**src/rtl/uart_rx_apb_ctrl.sv**
```systemverilog
// ---------------------------------------------------------------------------
// uart_rx_apb_ctrl
//
// APB slave that configures and monitors the UART receiver.
//
// Ports:
//   clk, n_rst         system clock, synchronous active-low reset
//   psel, penable,     APB request: select, access phase, direction,
//   pwrite, paddr,     byte address and write data
//   pwdata
//   prdata, pslverr    APB response, registered at the setup edge so it is
//                      stable for the whole access cycle
//   rx_data,           receiver byte, unread flag and error levels
//   data_ready,
//   overrun_error,
//   framing_error
//   data_read          one-cycle pulse after an RX_DATA read of a ready byte
//   bit_period,        configuration driven to the receiver
//   data_size
//
// Register map: 0 STATUS(RO) 1 ERROR(RO) 2 BIT_PERIOD_LO 3 BIT_PERIOD_HI
//               4 DATA_SIZE (5/7/8 only) 6 RX_DATA(RO); 5 and 7 unmapped.
// ---------------------------------------------------------------------------
module uart_rx_apb_ctrl #(
  parameter logic [13:0] RESET_BIT_PERIOD = 14'd10,
  parameter logic [3:0]  RESET_DATA_SIZE  = 4'd8
) (
  input  logic        clk,
  input  logic        n_rst,
  input  logic        psel,
  input  logic        penable,
  input  logic        pwrite,
  input  logic [2:0]  paddr,
  input  logic [7:0]  pwdata,
  output logic [7:0]  prdata,
  output logic        pslverr,
  input  logic [7:0]  rx_data,
  input  logic        data_ready,
  input  logic        overrun_error,
  input  logic        framing_error,
  output logic        data_read,
  output logic [13:0] bit_period,
  output logic [3:0]  data_size
);

  typedef enum logic [1:0] {
    IDLE,
    SETUP,
    ACCESS
  } state_e;

  localparam logic [2:0] ADDR_STATUS = 3'd0;
  localparam logic [2:0] ADDR_ERROR  = 3'd1;
  localparam logic [2:0] ADDR_BP_LO  = 3'd2;
  localparam logic [2:0] ADDR_BP_HI  = 3'd3;
  localparam logic [2:0] ADDR_DSIZE  = 3'd4;
  localparam logic [2:0] ADDR_RXDATA = 3'd6;

  state_e      state_q, state_d;
  logic [7:0]  prdata_q, prdata_d;
  logic        pslverr_q, pslverr_d;
  logic        data_read_q, data_read_d;
  logic        rx_rd_q, rx_rd_d;      // current transfer reads a ready byte
  logic        write_q, write_d;
  logic [2:0]  addr_q, addr_d;
  logic [13:0] bit_period_q, bit_period_d;
  logic [3:0]  data_size_q, data_size_d;

  logic        setup_phase;
  logic        access_phase;
  logic        load;                  // setup edge: capture response
  logic        commit;                // access edge of a properly set-up transfer
  logic        size_ok;
  logic [15:0] mask16;
  logic [7:0]  rd_data;
  logic        rd_err;

  assign setup_phase  = psel & ~penable;
  assign access_phase = psel & penable;
  assign load         = setup_phase;
  assign commit       = (state_q == SETUP) && access_phase;
  assign size_ok      = (pwdata == 8'd5) || (pwdata == 8'd7) || (pwdata == 8'd8);
  // Low data_size bits set; data_size never exceeds 8 so the byte slice suffices.
  assign mask16       = (16'd1 << data_size_q) - 16'd1;

  // NOTE: every signal assigned in a combinational block gets a default first,
  // so no path leaves it unassigned and no latch is inferred.
  always_comb begin
    state_d = state_q;
    unique case (state_q)
      IDLE:    if (setup_phase) state_d = SETUP;
      SETUP:   if (access_phase) state_d = ACCESS;
               else if (setup_phase) state_d = SETUP;
               else state_d = IDLE;
      ACCESS:  if (setup_phase) state_d = SETUP;
               else state_d = IDLE;
      default: state_d = IDLE;
    endcase
  end

  // Address decode of the request presented in the setup cycle. Writes and
  // errored accesses return zero data.
  always_comb begin
    rd_data = 8'h00;
    rd_err  = 1'b0;
    unique case (paddr)
      ADDR_STATUS: if (pwrite) rd_err = 1'b1;
                   else rd_data = {7'b0, data_ready};
      ADDR_ERROR:  if (pwrite) rd_err = 1'b1;
                   else rd_data = {6'b0, overrun_error, framing_error};
      ADDR_BP_LO:  if (!pwrite) rd_data = bit_period_q[7:0];
      ADDR_BP_HI:  if (!pwrite) rd_data = {2'b0, bit_period_q[13:8]};
      ADDR_DSIZE:  if (pwrite) rd_err = ~size_ok;
                   else rd_data = {4'b0, data_size_q};
      ADDR_RXDATA: if (pwrite) rd_err = 1'b1;
                   else rd_data = rx_data & mask16[7:0];
      default:     rd_err = 1'b1;
    endcase
  end

  always_comb begin
    prdata_d     = 8'h00;
    pslverr_d    = 1'b0;
    rx_rd_d      = 1'b0;
    write_d      = write_q;
    addr_d       = addr_q;
    data_read_d  = commit && rx_rd_q;
    bit_period_d = bit_period_q;
    data_size_d  = data_size_q;

    if (load) begin
      prdata_d  = rd_data;
      pslverr_d = rd_err;
      rx_rd_d   = !pwrite && (paddr == ADDR_RXDATA) && data_ready;
      write_d   = pwrite;
      addr_d    = paddr;
    end

    // Write data is taken from the access cycle; an errored transfer never
    // changes state.
    if (commit && write_q && !pslverr_q) begin
      unique case (addr_q)
        ADDR_BP_LO: bit_period_d[7:0]  = pwdata;
        ADDR_BP_HI: bit_period_d[13:8] = pwdata[5:0];
        ADDR_DSIZE: if (size_ok) data_size_d = pwdata[3:0];
        default:    ;
      endcase
    end
  end

  // NOTE: sequential state uses non-blocking assignments so every register
  // samples the pre-edge values, independent of statement order.
  always_ff @(posedge clk) begin
    if (!n_rst) begin
      state_q      <= IDLE;
      prdata_q     <= 8'h00;
      pslverr_q    <= 1'b0;
      data_read_q  <= 1'b0;
      rx_rd_q      <= 1'b0;
      write_q      <= 1'b0;
      addr_q       <= 3'd0;
      bit_period_q <= RESET_BIT_PERIOD;
      data_size_q  <= RESET_DATA_SIZE;
    end else begin
      state_q      <= state_d;
      prdata_q     <= prdata_d;
      pslverr_q    <= pslverr_d;
      data_read_q  <= data_read_d;
      rx_rd_q      <= rx_rd_d;
      write_q      <= write_d;
      addr_q       <= addr_d;
      bit_period_q <= bit_period_d;
      data_size_q  <= data_size_d;
    end
  end

  assign prdata     = prdata_q;
  assign pslverr    = pslverr_q;
  assign data_read  = data_read_q;
  assign bit_period = bit_period_q;
  assign data_size  = data_size_q;

endmodule

```
**config.mk**
```make
export PLATFORM = sky130hd
export DESIGN_NAME = uart_rx_apb_ctrl
export DESIGN_NICKNAME = d
export VERILOG_FILES = /design/src/rtl/uart_rx_apb_ctrl.sv
export SDC_FILE = /design/constraint.sdc
export NUM_CORES = 1
export LEC_CHECK = 0
export ABC_CLOCK_PERIOD_IN_PS = 5400
export CORE_AREA = 2 2 70 72
export CTS_BUF_LIST = sky130_fd_sc_hd__clkbuf_8
export CTS_CLUSTER_DIAMETER = 40
export DETAILED_ROUTE_END_ITERATION = 16
export DIE_AREA = 0 0 72 74
export PLACE_DENSITY_LB_ADDON = 0.12
export SLEW_MARGIN = 10
export SYNTH_ARGS = -nofsm -noshare
export SYNTH_HDL_FRONTEND = slang
export SYNTH_SLANG_ARGS = --single-unit
```
**constraint.sdc**
```tcl
create_clock -name clk -period 5.4 [get_ports clk]
set_clock_uncertainty 0.1 [all_clocks]
set_input_delay 1.62 -clock clk [delete_from_list [all_inputs] [get_ports clk]]
set_output_delay 1.62 -clock clk [all_outputs]
set_load 0.02 [all_outputs]
```
==> impl_results.md <==
* Iteration-0 DRC Markers at 90
* Startpoint type of the worst setup path: primary input
* Setup slack on the worst flop-to-flop path at 3.28 ns
* Starting Density at 0.390
* Setup bufs post-CTS at 0
* Combinational share of power at 0.105
* Area Growth Syn to Fin at 34.0%
* Height of the die at between 70 and 80 µm
* Number of maximum-capacitance constraint violations at 0
* First-pass GRT wire length at about 7000 µm
* Category of the worst setup path capture point: flop
* Largest driver fanout on the critical path at 27
* Via count of the first global-routing pass at ~1,500
* Global-route usage over all layers at 0.178
* Cells taking the most area after synthesis: dfxtp_1, mux2i_1, nor2b_1, nand2_1, nor4b_4
* Average size of a mapped cell at roughly 10 µm²
* Headroom to the max-slew limit at 0.443
* Antenna Cells at 0
* Arrival time at the worst endpoint at 3.54 ns
* Unrepaired setup endpoints after global routing: false
* Number of nets produced by synthesis at 208
* Minimum clock period at between 3 and 4 ns
* Design Power at approximately 500 µW
* Number of max-slew violations in the final report at 0
* Switching power summed over all nets at 115 µW
* Ratio of cells with drive above 1 in the final layout at 0.101
* Worst skew pair latency at 0.28 ns
* Commonest cells after routing, fill and taps aside: clkdlybuf4s50_1, dfxtp_1, mux2i_1
* Total half-perimeter wirelength after legalization and detailed placement at around 3300 µm
* Final period util at 0.636
* Post-Place Cells at around 280
* Cell with the largest stage delay on the worst path: clkdlybuf4s50_1
* Hold bufs inserted after CTS at 0
* Detailed-route wire length at roughly 4500 µm
* Average wire per standard cell at roughly 16 µm
* Clock buffers created by TritonCTS at 5
* Max H-tree Level at 2
* Die width at between 70 and 80 µm
* Power Internal at between 300 and 400 µW
* Part of the power in the clock network at 0.376
* Fmax at 0.291 GHz
* Worst Hold Class: reg2reg
* Grt total ovfl at 0
* Portion of synthesized cell area occupied by the leading cell type at 0.390
* Power share of the sequential group at 0.519
* Clock Root Buffer: clkbuf_8
* Slowest cell delay on critical path at between 1 and 1.5 ns
* Leading cell type in the layout, fill and taps excluded: clkdlybuf4s50_1
* DRC Markers at 0
* Critical path class: in2reg
* Synth Warn # at 0
* Via count at 1,515
* Number of vias per cell at around 5.4
* Dominant cell type by area after synthesis: dfxtp_1
* TritonCTS clock tree: yes
* Final-layout worst hold slack at approximately 0.34 ns
* Leakage power of the design at ~0.00095 µW
* Remaining antenna violation count at 0
* Required time of the worst setup path at 5.50 ns
* Buffer depth of the longest clock path at 2
* Most common flop cell mapped by yosys: dfxtp_1
* Gp weighted congestion at ~0.88
* Seq cells post-synth at 35
* Maximum resistive drop on vdd at approximately 0.13 mV
* Cells traversed along the worst timing path: clkdlybuf4s50_1 -> nand3b_1 -> a21o_1 -> nand3b_1 -> o31ai_1
* Post-synthesis sequential area ratio at 0.390
* Overall die area at approximately 0.0053 mm²
* Detailed-routing iteration count for the pre-antenna-repair pass at 4
* Status: finished clean
* Placeable core region at approximately 0.0046 mm²
* Number of standard cells after synthesis at 180
* Switching share of total power at 0.227
* Std-Cell Rows at 25
* Number of synthesized flops with an enable pin at 0
* Pin count of the biggest net entering global routing at 28
* CP top delay family: buffers and inverters
* Post-route insts no fill at ~280
* Power per standard cell area at 210 mW/mm²
* Dominant cell type by count on the critical path: nand3b_1
* Proportion of register bits with asynchronous set or reset after synthesis at 0
* Number of endpoints failing setup at the final stage at 0
* Number of primary I/O pins at 55
* Total number of nets in the final design at ~260
* Number of buffer and inverter stages on the critical path at 1
* Number of sinks handled by clock tree synthesis at 35
* Total standard cell area after synthesis at 0.00180 mm²
* Worst Tran Pin Value at ~0.83 ns
* PortBufs at 54
* Number of hold-slack violations in the final timing report at 0
* Number of antenna violations at the first check in global routing at 0
* Number of distinct standard cells referenced by the synthesized netlist at 50
* Post-route setup TNS at 0 ns
* CTS resizes at 0
* Clock slew seen by the registers of the worst setup and hold paths at approximately 0.070 ns
[path summary, 6_finish.rpt]
| check | start | to | cells after the start |
|---|---|---|---|
| min reg2reg | state_q[0] | state_q[0] | 1 |
| max reg2reg | data_size[2] | prdata[6] | 7 |
| max | n_rst | prdata[4] | 5 |
| min | state_q[0] | state_q[0] | 1 |
[metrics by stage]
stage | setup WS (ns) | utilization | instance area (µm²)
floorplan | 2.66 | - | 1800
global placement | 1.74 | 0.504 | 2320
detailed placement | 1.69 | 0.504 | 2320
CTS | 1.98 | 0.523 | 2410
global route | 1.75 | 0.523 | 2410
finish | 1.96 | 0.523 | 2410
[power groups by stage]
stage	Clock (µW)	Combinational, µW	Sequential, µW
6_report	190	53.0	262
5_1_grt	206	57.1	262
4_1_cts	195	53.0	262
3_5_place_dp	0	52.6	268
3_3_place_gp	0	51.9	268
2_1_floorplan	0	24.8	268
[layer usage]
metal | part of all wire | vias to the layer above | GRT usage
met5 | 0 | - | 0
met4 | 0.020 | 0 | 0.0797
met3 | 0.062 | 9 | 0.0501
met2 | 0.46 | 60 | 0.263
met1 | 0.46 | 712 | 0.243
li1 | - | 734 | -
[registers in the layout, indices dropped and copies added, names as in the netlist]
register    cells
bit_period     14
prdata          8
data_size       4
state_q         2
rx_rd_q         1
write_q         1
data_read       1
pslverr         1
addr_q          3
[Yosys cell counts (all sizes together) (2+ instances only)]
cell / instances
nor4: 2
nor3b: 3
nor2: 8
and2b: 2
nand2: 13
and2: 2
nor2b: 18
nand2b: 7
mux2i: 24
dfxtp: 35
mux2: 4
a21o: 2
a32oi: 3
and3b: 2
nor4b: 2
nand4b: 2
clkbuf: 5
o2bb2ai: 3
buf: 8
a21oi: 7
nand3b: 3
a22o: 2
nand3: 3
nor3: 4
o21ai: 3
[cells by family (layout without fill, tap and decap cells)]
kind of cell,count (synthesis),in the layout,share of synthesized area
AOI/OAI and AO/OA,27,27,0.109
xor gates and xnor gates,1,1,0.00488
adders and majority gates,1,1,0.00697
buffers and inverters,14,62,0.0495
DFF,35,35,0.390
muxes,28,28,0.161
and+or+nand+nor,74,74,0.279
[area by class of cell]
type                    instances  area (µm²)
fillers                       399        2190
multi-input cells             131        1010
flip-flops and latches         35         701
clock inverters                 1        5.00
well taps                      54        67.6
clock buffers                   6        82.6
repair buffers                 54         541
inverters                       1        3.75
No activity file was read; power rests on OpenSTA's default activity.
